===== src/rtl/raizing_sdram_pkg.sv =====
// raizing_sdram_pkg: shared FSM state type and slot count for the bank arbiter.
package raizing_sdram_pkg;
  localparam int NSLOTS = 4;
  typedef enum logic [1:0] {IDLE, WAIT_ACK, WAIT_DST, WAIT_W1} state_t;
endpackage


===== src/rtl/raizing_rr_pick.sv =====
// raizing_rr_pick: 4-way round-robin picker, search starts at last_grant+1.
module raizing_rr_pick
  import raizing_sdram_pkg::*;
(
  input  logic [NSLOTS-1:0] i_pending,
  input  logic [1:0]        i_last,
  output logic [1:0]        o_grant,
  output logic              o_any
);
  always_comb begin
    o_grant = i_last;
    o_any = |i_pending;
    // Descending scan so the nearest slot after i_last overrides farther ones.
    for (int k = NSLOTS; k >= 1; k--)
      if (i_pending[2'(i_last + 2'(k))]) o_grant = 2'(i_last + 2'(k));
  end
endmodule


===== src/rtl/raizing_bank_arbiter.sv =====
// raizing_bank_arbiter: four read slots with one-entry caches sharing one SDRAM bank,
// arbitrated round-robin with a single outstanding two-word read.
module raizing_bank_arbiter
  import raizing_sdram_pkg::*;
#(
  parameter int                SDRAMW       = 22,
  parameter int                SLOT_AW      = 21,
  parameter logic [SDRAMW-1:0] SLOT0_OFFSET = '0,
  parameter logic [SDRAMW-1:0] SLOT1_OFFSET = '0,
  parameter logic [SDRAMW-1:0] SLOT2_OFFSET = '0,
  parameter logic [SDRAMW-1:0] SLOT3_OFFSET = '0
) (
  input  logic               CLK,
  input  logic               RESET,
  input  logic               SLOT0_CS,
  input  logic               SLOT1_CS,
  input  logic               SLOT2_CS,
  input  logic               SLOT3_CS,
  input  logic [SLOT_AW-1:0] SLOT0_ADDR,
  input  logic [SLOT_AW-1:0] SLOT1_ADDR,
  input  logic [SLOT_AW-1:0] SLOT2_ADDR,
  input  logic [SLOT_AW-1:0] SLOT3_ADDR,
  output logic               SLOT0_OK,
  output logic               SLOT1_OK,
  output logic               SLOT2_OK,
  output logic               SLOT3_OK,
  output logic [31:0]        SLOT0_DOUT,
  output logic [31:0]        SLOT1_DOUT,
  output logic [31:0]        SLOT2_DOUT,
  output logic [31:0]        SLOT3_DOUT,
  output logic [SDRAMW-1:0]  SDRAM_ADDR,
  output logic               SDRAM_REQ,
  input  logic               SDRAM_ACK,
  input  logic               DATA_DST,
  input  logic               DATA_RDY,
  input  logic [15:0]        DATA_READ
);
  state_t              r_state, w_next;
  logic [NSLOTS-1:0]   r_valid;
  logic [SLOT_AW-1:0]  r_tag [NSLOTS];
  logic [31:0]         r_data [NSLOTS];
  logic [1:0]          r_slot, r_last;
  logic [SLOT_AW-1:0]  r_addr;
  logic [SDRAMW-1:0]   r_sdram_addr;
  logic                r_req;
  logic [NSLOTS-1:0]   w_cs, w_ok, w_pending;
  logic [SLOT_AW-1:0]  w_addr [NSLOTS];
  logic [SDRAMW-1:0]   w_off [NSLOTS];
  logic [1:0]          w_grant;
  logic                w_any;
  assign w_cs = {SLOT3_CS, SLOT2_CS, SLOT1_CS, SLOT0_CS};
  assign w_addr[0] = SLOT0_ADDR;
  assign w_addr[1] = SLOT1_ADDR;
  assign w_addr[2] = SLOT2_ADDR;
  assign w_addr[3] = SLOT3_ADDR;
  assign w_off[0] = SLOT0_OFFSET;
  assign w_off[1] = SLOT1_OFFSET;
  assign w_off[2] = SLOT2_OFFSET;
  assign w_off[3] = SLOT3_OFFSET;
  for (genvar i = 0; i < NSLOTS; i++) begin : g_hit
    assign w_ok[i] = w_cs[i] & r_valid[i] & (r_tag[i] == w_addr[i]);
  end
  assign w_pending = w_cs & ~w_ok;
  assign {SLOT3_OK, SLOT2_OK, SLOT1_OK, SLOT0_OK} = w_ok;
  assign SLOT0_DOUT = r_data[0];
  assign SLOT1_DOUT = r_data[1];
  assign SLOT2_DOUT = r_data[2];
  assign SLOT3_DOUT = r_data[3];
  assign SDRAM_ADDR = r_sdram_addr;
  assign SDRAM_REQ = r_req;
  raizing_rr_pick u_pick (
    .i_pending(w_pending),
    .i_last   (r_last),
    .o_grant  (w_grant),
    .o_any    (w_any)
  );
  always_comb begin
    w_next = r_state;
    case (r_state)
      IDLE:     w_next = w_any ? WAIT_ACK : IDLE;
      WAIT_ACK: w_next = SDRAM_ACK ? WAIT_DST : WAIT_ACK;
      WAIT_DST: w_next = DATA_DST ? WAIT_W1 : WAIT_DST;
      WAIT_W1:  w_next = DATA_RDY ? IDLE : WAIT_W1;
      default:  w_next = IDLE;
    endcase
  end
  always_ff @(posedge CLK or posedge RESET)
    if (RESET) r_state <= IDLE;
    else r_state <= w_next;
  always_ff @(posedge CLK or posedge RESET) begin
    if (RESET) begin
      r_valid <= '0;
      for (int n = 0; n < NSLOTS; n++) begin
        r_tag[n] <= '0;
        r_data[n] <= '0;
      end
      r_slot <= '0;
      r_last <= 2'd3;
      r_addr <= '0;
      r_sdram_addr <= '0;
      r_req <= 1'b0;
    end else begin
      if (r_state == IDLE && w_any) begin
        r_slot <= w_grant;
        r_addr <= w_addr[w_grant];
        r_sdram_addr <= SDRAMW'({w_addr[w_grant], 1'b0}) + w_off[w_grant];
        r_req <= 1'b1;
      end
      if (r_state == WAIT_ACK && SDRAM_ACK) r_req <= 1'b0;
      if (r_state == WAIT_DST && DATA_DST) r_data[r_slot][15:0] <= DATA_READ;
      // The tag comes from the latched address, so a slot that moved on keeps missing.
      if (r_state == WAIT_W1 && DATA_RDY) begin
        r_data[r_slot][31:16] <= DATA_READ;
        r_tag[r_slot] <= r_addr;
        r_valid[r_slot] <= 1'b1;
        r_last <= r_slot;
      end
    end
  end
endmodule

===== config.mk =====
export PLATFORM = sky130hd
export DESIGN_NAME = raizing_bank_arbiter
export DESIGN_NICKNAME = d
export VERILOG_FILES = /design/src/rtl/raizing_sdram_pkg.sv /design/src/rtl/raizing_rr_pick.sv /design/src/rtl/raizing_bank_arbiter.sv
export SDC_FILE = /design/constraint.sdc
export NUM_CORES = 1
export LEC_CHECK = 0
export ABC_AREA = 1
export BUFFER_PORTS_ARGS = -buffer_cell sky130_fd_sc_hd__buf_2
export CORE_MARGIN = 4
export CORE_UTILIZATION = 59
export CTS_BUF_LIST = sky130_fd_sc_hd__clkbuf_16
export DETAILED_ROUTE_END_ITERATION = 12
export HOLD_SLACK_MARGIN = 0.03
export PLACE_DENSITY = 0.84
export SETUP_SLACK_MARGIN = 0.1
export SLEW_MARGIN = 25
export SYNTH_ARGS = -nofsm -noshare
export SYNTH_HDL_FRONTEND = slang
export SYNTH_SLANG_ARGS = --single-unit

===== constraint.sdc =====
create_clock -name CLK -period 13.1 [get_ports CLK]
set_clock_uncertainty 0.1 [all_clocks]
set_input_delay 0.655 -clock CLK [delete_from_list [all_inputs] [get_ports CLK]]
set_output_delay 0.655 -clock CLK [all_outputs]
set_load 0.02 [all_outputs]

==> results by group, run 1 <==
Run status
  • Status: complete, no violations

Timing
  • Final Cycle Share: 26.3%
  • Fmax: 290 MHz
  • Final hold viol count: 0
  • Worst-Margin Slew: 0.957 ns
  • Total negative slack: 0 ns
  • Unrepaired setup endpoints after global routing: no
  • Worst slew margin: 35.8%
  • # setup viols final: 0
  • Tmin final: 3.45 ns
  • Max Slew Vio Count: 0

Place
  • DP Wirelength: 27,600 microns
  • Post-placement cell area: 13,300 sq um
  • PortBufs: 262
  • GPL Wtd Cong: 0.978

Setup path
  • Required time worst endpoint: 13.45 ns
  • Kind of critical path: reg -> reg
  • FF-to-FF End: SDRAM_ADDR[2]$_DFFE_PP0P_
  • R2R Path Start: r_tag[11]$_DFFE_PP0P_
  • Worst R2R Path Depth: 20
  • Critical Path Start Type: flop
  • Flop2flop setup slack: 9.65 ns
  • Crit end category: flop
  • Crit path DAT: 3.80 ns
  • Crit Path Max Fanout: 43

Floorplan
  • Die Y: 150 microns
  • Total die area: 22,400 sq um
  • # IOs: 264
  • Die X: 150 microns
  • Rows: 51
  • CORE AREA: 19,600 sq um
  • Initial Utilization: 60.4%

GRT
  • Antenna violations before repair: 1
  • GRT Util Overall: 34.4%
  • First-pass GRT wire length: 59,900 microns
  • Number of global-route vias before repair: 11,200
  • Total grt overflow: 0
  • Largest net degree at the start of global routing: 114

Clock tree
  • Num CTS Buffers: 26
  • CTS HTree Levels: 1
  • Clock sinks: 244
  • Post-CTS Setup Inserts: 0
  • Cts-stage hold buffer count: 0
  • Root Buffer: clkbuf_16
  • CTS resizes: 0
  • CTS tree: yes
  • CTS Buffer Depth: 3
  • Clock transition at path regs: 0.06 ns
  • Worst skew pair latency: 0.53 ns

Route
  • DRT Pass-1 Iters: 6
  • DR vias: 11,400
  • Remaining DRCs: 0
  • DRT iter0 DRCs: 1,044
  • DR WL/cell: 18.4 microns
  • Via-to-Cell Ratio: 5.44
  • Final wirelength: 38,600 microns
  • Post-route ant nets: 0

Finish
  • Synthesis-to-layout area growth: 19.0%
  • Ant diodes: 0
  • Most frequent cells in the layout: nand2_1, buf_2, dfrtp_1, inv_1, nor2_1
  • Design Area, Final: 14,100 sq um
  • Leading cell type in the layout, fill and taps excluded: nand2_1
  • Fraction of layout cells with a size suffix above 1: 19.2%
  • Fin nets: 1,921

Synthesis
  • Mapped Nets: 1,685
  • Netlist cell types: 39
  • Synthesized instance count: 1,576
  • Synthesized area: 11,800 sq um
  • Avg Cell Area, Syn: 7.51 sq um
  • Sequential area share after synthesis: 51.6%
  • Seq cells post-synth: 244
  • Synth Warn #: 0

Worst hold path
  • Worst min-delay path class: in -> async

Job
  • # Max-Cap Violations: 0

Power and ir drop
  • PwrDens: 280 nW/um^2
  • Worst vdd ir: 196 uV
  • Lkg Pwr: 7.89 nW
power by group:
part	switching (mW)	leakage (nW)	internal, mW	total (mW)
sequential	0.278	2.94	1.12	1.40
clock	0.304	0.404	0.392	0.696
combinational	1.28	4.54	0.563	1.84
total	1.86	7.89	2.08	3.94
critical path: stages (launching register included):
cell	delay, ns
dfrtp_1	0.35
inv_1	0.06
nand2_1	0.06
nand2_1	0.06
nor2_1	0.25
nand2_1	0.11
nor2_1	0.11
nand3_1	0.22
nand3_1	0.18
nand2_1	0.08
nand2_1	0.07
nand2_1	0.07
clkinv_2	0.09
nand3_4	0.50
nand2_8	0.52
nand2_1	0.09
nand2_1	0.13
nand2_1	0.07
nand2_1	0.08
nand2_1	0.05
nand2_1	0.10
flip-flops by register name (all words and copies together), names as in the netlist:
register	count
SLOT3_DOUT	32
SLOT2_DOUT	32
r_valid	4
r_tag	84
SLOT0_DOUT	32
r_state	2
SLOT1_DOUT	32
SDRAM_REQ	1
r_slot	2
SDRAM_ADDR	21
r_last	2
stage by stage:
step / setup slack [ns] / utilization (%) / instances / power (mW) / hold WS [ns]
after floorplan: 5.65 / - / 1576 / 2.60 / 0.334
after global placement: 9.46 / 67.7 / 2049 / 3.13 / 0.349
after detailed placement: 9.44 / 67.7 / 2049 / 3.20 / 0.350
after CTS: 9.70 / 71.8 / 2096 / 3.92 / 0.235
after global routing: 9.35 / 71.9 / 2096 / 4.20 / 0.251
final: 9.65 / 71.9 / 2096 / 3.94 / 0.207
routing by layer:
| layer | vias up | track usage [%] | part of all wire [%] |
|---|---|---|---|
| li1 | 5338 | - | - |
| met1 | 5272 | 43.5 | 37 |
| met2 | 672 | 57.6 | 48 |
| met3 | 118 | 7.78 | 11 |
| met4 | 2 | 14.1 | 4.5 |
| met5 | - | 0 | 0.052 |
worst max path at each step:
stage | start | endpoint | slack (ns) | cells past startpoint
final | r_tag[11]$_DFFE_PP0P_ | SDRAM_ADDR[2]$_DFFE_PP0P_ | 9.65 | 20
after global routing | r_tag[11]$_DFFE_PP0P_ | SDRAM_ADDR[18]$_DFFE_PP0P_ | 9.35 | 20
after CTS | r_tag[11]$_DFFE_PP0P_ | SDRAM_ADDR[2]$_DFFE_PP0P_ | 9.70 | 20
after detailed placement | SLOT3_CS | SDRAM_ADDR[19]$_DFFE_PP0P_ | 9.44 | 21
after global placement | SLOT3_CS | SDRAM_ADDR[20]$_DFFE_PP0P_ | 9.46 | 21
after floorplan | RESET | SDRAM_ADDR[10]$_DFFE_PP0P_ | 5.65 | 1
final cells by class:
class                           count  area (sq um)
Sequential cell                   244          6110
Tap cell                          265           332
Inverter                          180           684
Timing Repair Buffer              271          1380
Clock inverter                     20           120
Fill cell                        1616          5510
Clock buffer                       27           676
Multi-Input combinational cell   1089          4770
synthesized netlist by cell type, drive strengths merged:
| master | instances | share of area [%] |
|---|---|---|
| nand3b | 3 | 0.19 |
| conb | 1 | 0.032 |
| and2 | 1 | 0.053 |
| xnor2 | 1 | 0.074 |
| nor3 | 6 | 0.30 |
| clkbuf | 42 | 1.4 |
| dfstp | 2 | 0.44 |
| a21oi | 72 | 3.0 |
| xor2 | 7 | 0.52 |
| o221ai | 1 | 0.074 |
| mux2 | 11 | 1.0 |
| nand3 | 66 | 3.1 |
| dfrtp | 242 | 51 |
| or2 | 7 | 0.37 |
| o211ai | 1 | 0.063 |
| nand4 | 13 | 0.69 |
| nor2 | 143 | 4.6 |
| buf | 21 | 1.2 |
| nor4 | 5 | 0.26 |
| inv | 177 | 5.6 |
| clkinv | 3 | 0.11 |
| nand2 | 615 | 20 |
| o21ai | 136 | 5.8 |
kinds of logic (layout without fill, tap and decap cells):
kind of cell	after synthesis	after routing	synth area share, %
AND/OR/NAND/NOR	859	859	29.5
AO/OA/AOI/OAI	210	210	8.94
multiplexers	11	11	1.05
flip-flops	244	244	51.6
other	1	1	0.0317
XOR/XNOR	8	8	0.592
buffers and inverters	243	498	8.24
Note: power is estimated with default switching activity, not from simulation.
==> run 2: changes to the inputs <==
- ABC_AREA: 1 -> 0
- CORE_UTILIZATION: 59 -> 54
- PLACE_DENSITY: 0.84 -> 0.79
- clock period: 13.1 -> 3.25 ns (I/O delays scaled with it)
==> run 2 against run 1 <==
  * Sequential share of layout area fell by 0.78 points
  * Flip-flop and latch count did not move
  * First-iteration DRC count fell by 64%
  * Cell count fell by 33%
  * Core utilization rose by 1.8 points
  * Hold slack improved by 0.052 ns
  * Clock-buffer cell count did not move
  * Routed wire length fell by 18%
  * Register-to-register slack got worse by 9.3 ns
  * Combinational power rose to 3.1 times the previous value
  * Critical endpoint is now SDRAM_ADDR[3]$_DFFE_PP0P_
  * Largest cell class unchanged
==> results by group, run 2 <==
Power and ir drop
  • Flop pwr share: 39.0% (+3.5 points)
  • Clock power share: 20.4% (+2.7 points)
  • Psw: 5.41 mW (+190%)
  • PwrDens: 983 nW/um^2 (+250%)
  • Lkg Pwr: 6.94 nW (-12%)
  • Logic pwr share: 40.6% (-6.2 points)
  • Pint: 8.69 mW (+320%)
  • Worst vdd ir: 717 uV (+270%)
  • Sw Share: 38.4% (-8.9 points)

GRT
  • First-pass GRT wire length: 49,500 microns (-17%)
  • Number of global-route vias before repair: 8,717 (-22%)
  • GRT Util Overall: 28.7% (-5.6 points)
  • Largest net degree at the start of global routing: 83 (-27%)
  • Total grt overflow: 0 (unchanged)
  • Antenna violations before repair: 2 (+1)

Clock tree
  • Worst skew pair latency: 0.53 ns (about the same)
  • Root Buffer: clkbuf_16
  • Clock sinks: 244 (unchanged)
  • Post-CTS Setup Inserts: 0 (unchanged)
  • CTS HTree Levels: 1 (unchanged)
  • CTS tree: yes
  • Clock transition at path regs: 0.07 ns (about the same)
  • Num CTS Buffers: 26 (unchanged)
  • CTS Buffer Depth: 3 (unchanged)

Job
  • # Max-Cap Violations: 0 (unchanged)

Floorplan
  • Total die area: 22,200 sq um (-0.95%)
  • Rows: 51 (unchanged)
  • CORE AREA: 19,500 sq um (-0.65%)
  • Die X: 149 microns (-0.48%)
  • Initial Utilization: 55.1% (-5.3 points)
  • Die Y: 149 microns (-0.48%)
  • # IOs: 264 (unchanged)

Route
  • Post-route ant nets: 0 (unchanged)
  • Via-to-Cell Ratio: 5.51 (+1.3%)
  • DRT Pass-1 Iters: 5 (-1)
  • DRT iter0 DRCs: 372 (-64%)
  • Final wirelength: 31,800 microns (-18%)
  • DR vias: 7,788 (-32%)
  • DR WL/cell: 22.5 microns (+22%)
  • Remaining DRCs: 0 (unchanged)

Worst hold path
  • Worst min-delay path class: in -> async

Place
  • PortBufs: 262 (unchanged)
  • GPL Wtd Cong: 0.880 (-10%)
  • DP Wirelength: 20,500 microns (-26%)
  • Post-Place Worst Slack: 0.321 ns (-9.11 ns)

Synthesis
  • Post-synth EDFFs: 0 (unchanged)
  • Main synth FF type: dfrtp_1
  • Avg Cell Area, Syn: 14.3 sq um (+91%)
  • Netlist cell types: 40 (+2.6%)
  • Mapped Nets: 858 (-49%)
  • Synthesized area: 10,700 sq um (-9.4%)
  • Yosys top cell by area: dfrtp_1
  • Count leader, synth: dfrtp_1
  • Synth top cells by count: dfrtp_1, mux2_2, xor2_1
  • Share of synthesized registers carrying an async set or reset: 100% (unchanged)
  • Synth top area share: 56.5% (+5.3 points)
  • Synthesized instance count: 749 (-52%)
  • Synth Warn #: 0 (unchanged)
  • Ranking of synthesized cells by area: dfrtp_1, mux2_2, xor2_1
  • Seq cells post-synth: 244 (unchanged)
  • Sequential area share after synthesis: 57.0% (+5.4 points)

Timing
  • Unrepaired setup endpoints after global routing: no
  • Tmin final: 2.95 ns (-0.502 ns)
  • Setup WS post-layout: 0.305 ns (-9.35 ns)
  • Final hold viol count: 0 (unchanged)
  • Final Cycle Share: 90.6% (+64 points)
  • # setup viols final: 0 (unchanged)
  • Total negative slack: 0 ns (unchanged)
  • Worst slew margin: 40.5% (+4.7 points)
  • Worst-Margin Slew: 0.893 ns (-0.0641 ns)
  • Max Slew Vio Count: 0 (unchanged)
  • Fmax: 340 MHz (+17%)

Setup path
  • CP max stage cell: nor4_1
  • Crit end category: flop
  • Crit Path Max Fanout: 29 (-33%)
  • Worst R2R Path Depth: 10 (-50%)
  • Crit path DAT: 3.23 ns (-0.57 ns)
  • CP max stage delay: 0.43 ns (-0.09 ns)
  • Critical Path Start Type: flop
  • Kind of critical path: reg -> reg
  • Worst-path cell chain: xor2_1, nor4_1, buf_4, nand4_1, o31a_1, a2bb2oi_1, o211ai_4, buf_12, mux2i_1, o221ai_2
  • Required time worst endpoint: 3.54 ns (-9.91 ns)

Finish
  • Combined area of the multi-input logic cells: 4440 sq um (-7.0%)
  • Most frequent cells in the layout: buf_2, dfrtp_1, mux2_2, dlygate4sd3_1, xor2_1
  • Fin nets: 1,238 (-36%)
  • Leading cell type in the layout, fill and taps excluded: buf_2
  • Register name with the most flops: r_tag
  • Fillers: 1,221 (-24%)
  • Fraction of layout cells with a size suffix above 1: 49.0% (+30 points)
  • Max reg flops: 84 (unchanged)
  • Synthesis-to-layout area growth: 33.7%
  • Reg area: 6110 sq um (unchanged)

Run status
  • Status: complete, no violations
## run 2: cell count changes after synthesis, sizes merged, moves of 9 or more
cell | before | now
inv | 177 | 7
o21ai | 136 | 5
mux2i | 0 | 42
xor2 | 7 | 52
mux2 | 11 | 215
nor4 | 5 | 14
o221ai | 1 | 21
xnor2 | 1 | 32
a21oi | 72 | 0
clkbuf | 42 | 14
nand2 | 615 | 31
nand3 | 66 | 6
nor2 | 143 | 9
## run 2: timing repair
item / CTS / global route
endpoints found under the setup margin: 0 / 21
resized for setup: 0 / 2
endpoints found under the hold margin: 183 / 0
hold buffers: 104 / 0
## run 2: per-stage QoR
stage / util, % / power, mW / cells / hold WS [ns] / area [sq um]
2_1_floorplan: - / 9.05 / 749 / 0.203 / 10700
3_3_place_gp: 64.0 / 10.8 / 1262 / 0.269 / 12500
3_5_place_dp: 64.0 / 11.0 / 1262 / 0.271 / 12500
4_1_cts: 73.6 / 14.1 / 1412 / 0.264 / 14300
5_1_grt: 73.6 / 14.8 / 1413 / 0.323 / 14300
6_report: 73.6 / 14.1 / 1413 / 0.259 / 14300
## run 2: worst max-delay path: cells and delay by family, from the launching register on
kind                      cells  cell delay [ns]
AOI/OAI and AO/OA             4             0.91
xor gates and xnor gates      1             0.17
buffers and inverters         2             0.40
DFF                           1             0.39
muxes                         1             0.26
and+or+nand+nor               2             0.55
## run 2: layer usage
| layer | routed length, microns | track usage [%] | part of all wire (%) | up-vias |
|---|---|---|---|---|
| li1 | - | - | - | 3438 |
| met1 | 12300 | 34.6 | 39 | 3930 |
| met2 | 15400 | 48.4 | 48 | 353 |
| met3 | 2960 | 9.63 | 9.3 | 65 |
| met4 | 1160 | 10.5 | 3.7 | 2 |
| met5 | 13 | 0 | 0.041 | - |
## run 2: path summary, 6_finish.rpt
path	from	end	slack [ns]
max	r_tag[61]$_DFFE_PP0P_	SDRAM_ADDR[3]$_DFFE_PP0P_	0.30
min	RESET	r_tag[21]$_DFFE_PP0P_	0.26
max reg2reg	r_tag[61]$_DFFE_PP0P_	SDRAM_ADDR[3]$_DFFE_PP0P_	0.30
min reg2reg	r_valid[2]$_DFFE_PP0P_	r_valid[2]$_DFFE_PP0P_	0.38
max in group asynchronous	RESET	SLOT1_DOUT[13]$_DFFE_PP0P_	1.87
min in group CLK	SLOT2_CS	SDRAM_ADDR[1]$_DFFE_PP0P_	0.28
## run 2: logic make-up after synthesis
group                     after synthesis  synth area share (%)
DFF                                   244                  57.0
AOI/OAI and AO/OA                      36                  3.42
xor gates and xnor gates               84                  6.86
muxes                                 257                  26.5
other                                   1                0.0350
and+or+nand+nor                        86                  4.09
buffers and inverters                  41                  2.09
## run 2: final cells by class
class	instances	share of cell area, %
flip-flops and latches	244	42.6
clock inverters	19	1.01
repair buffers	386	18.2
inverters	7	0.209
clock buffers	27	4.71
multi-input cells	464	31.0
diodes	1	0.0175
well taps	265	2.31
## run 2: power by group through the flow
stage | combinational (mW) | clock [mW] | sequential (mW)
2_1_floorplan | 2.66 | 0 | 6.40
3_3_place_gp | 5.44 | 0 | 5.39
3_5_place_dp | 5.55 | 0 | 5.48
4_1_cts | 5.69 | 2.90 | 5.46
5_1_grt | 6.10 | 3.05 | 5.66
6_report | 5.72 | 2.88 | 5.50
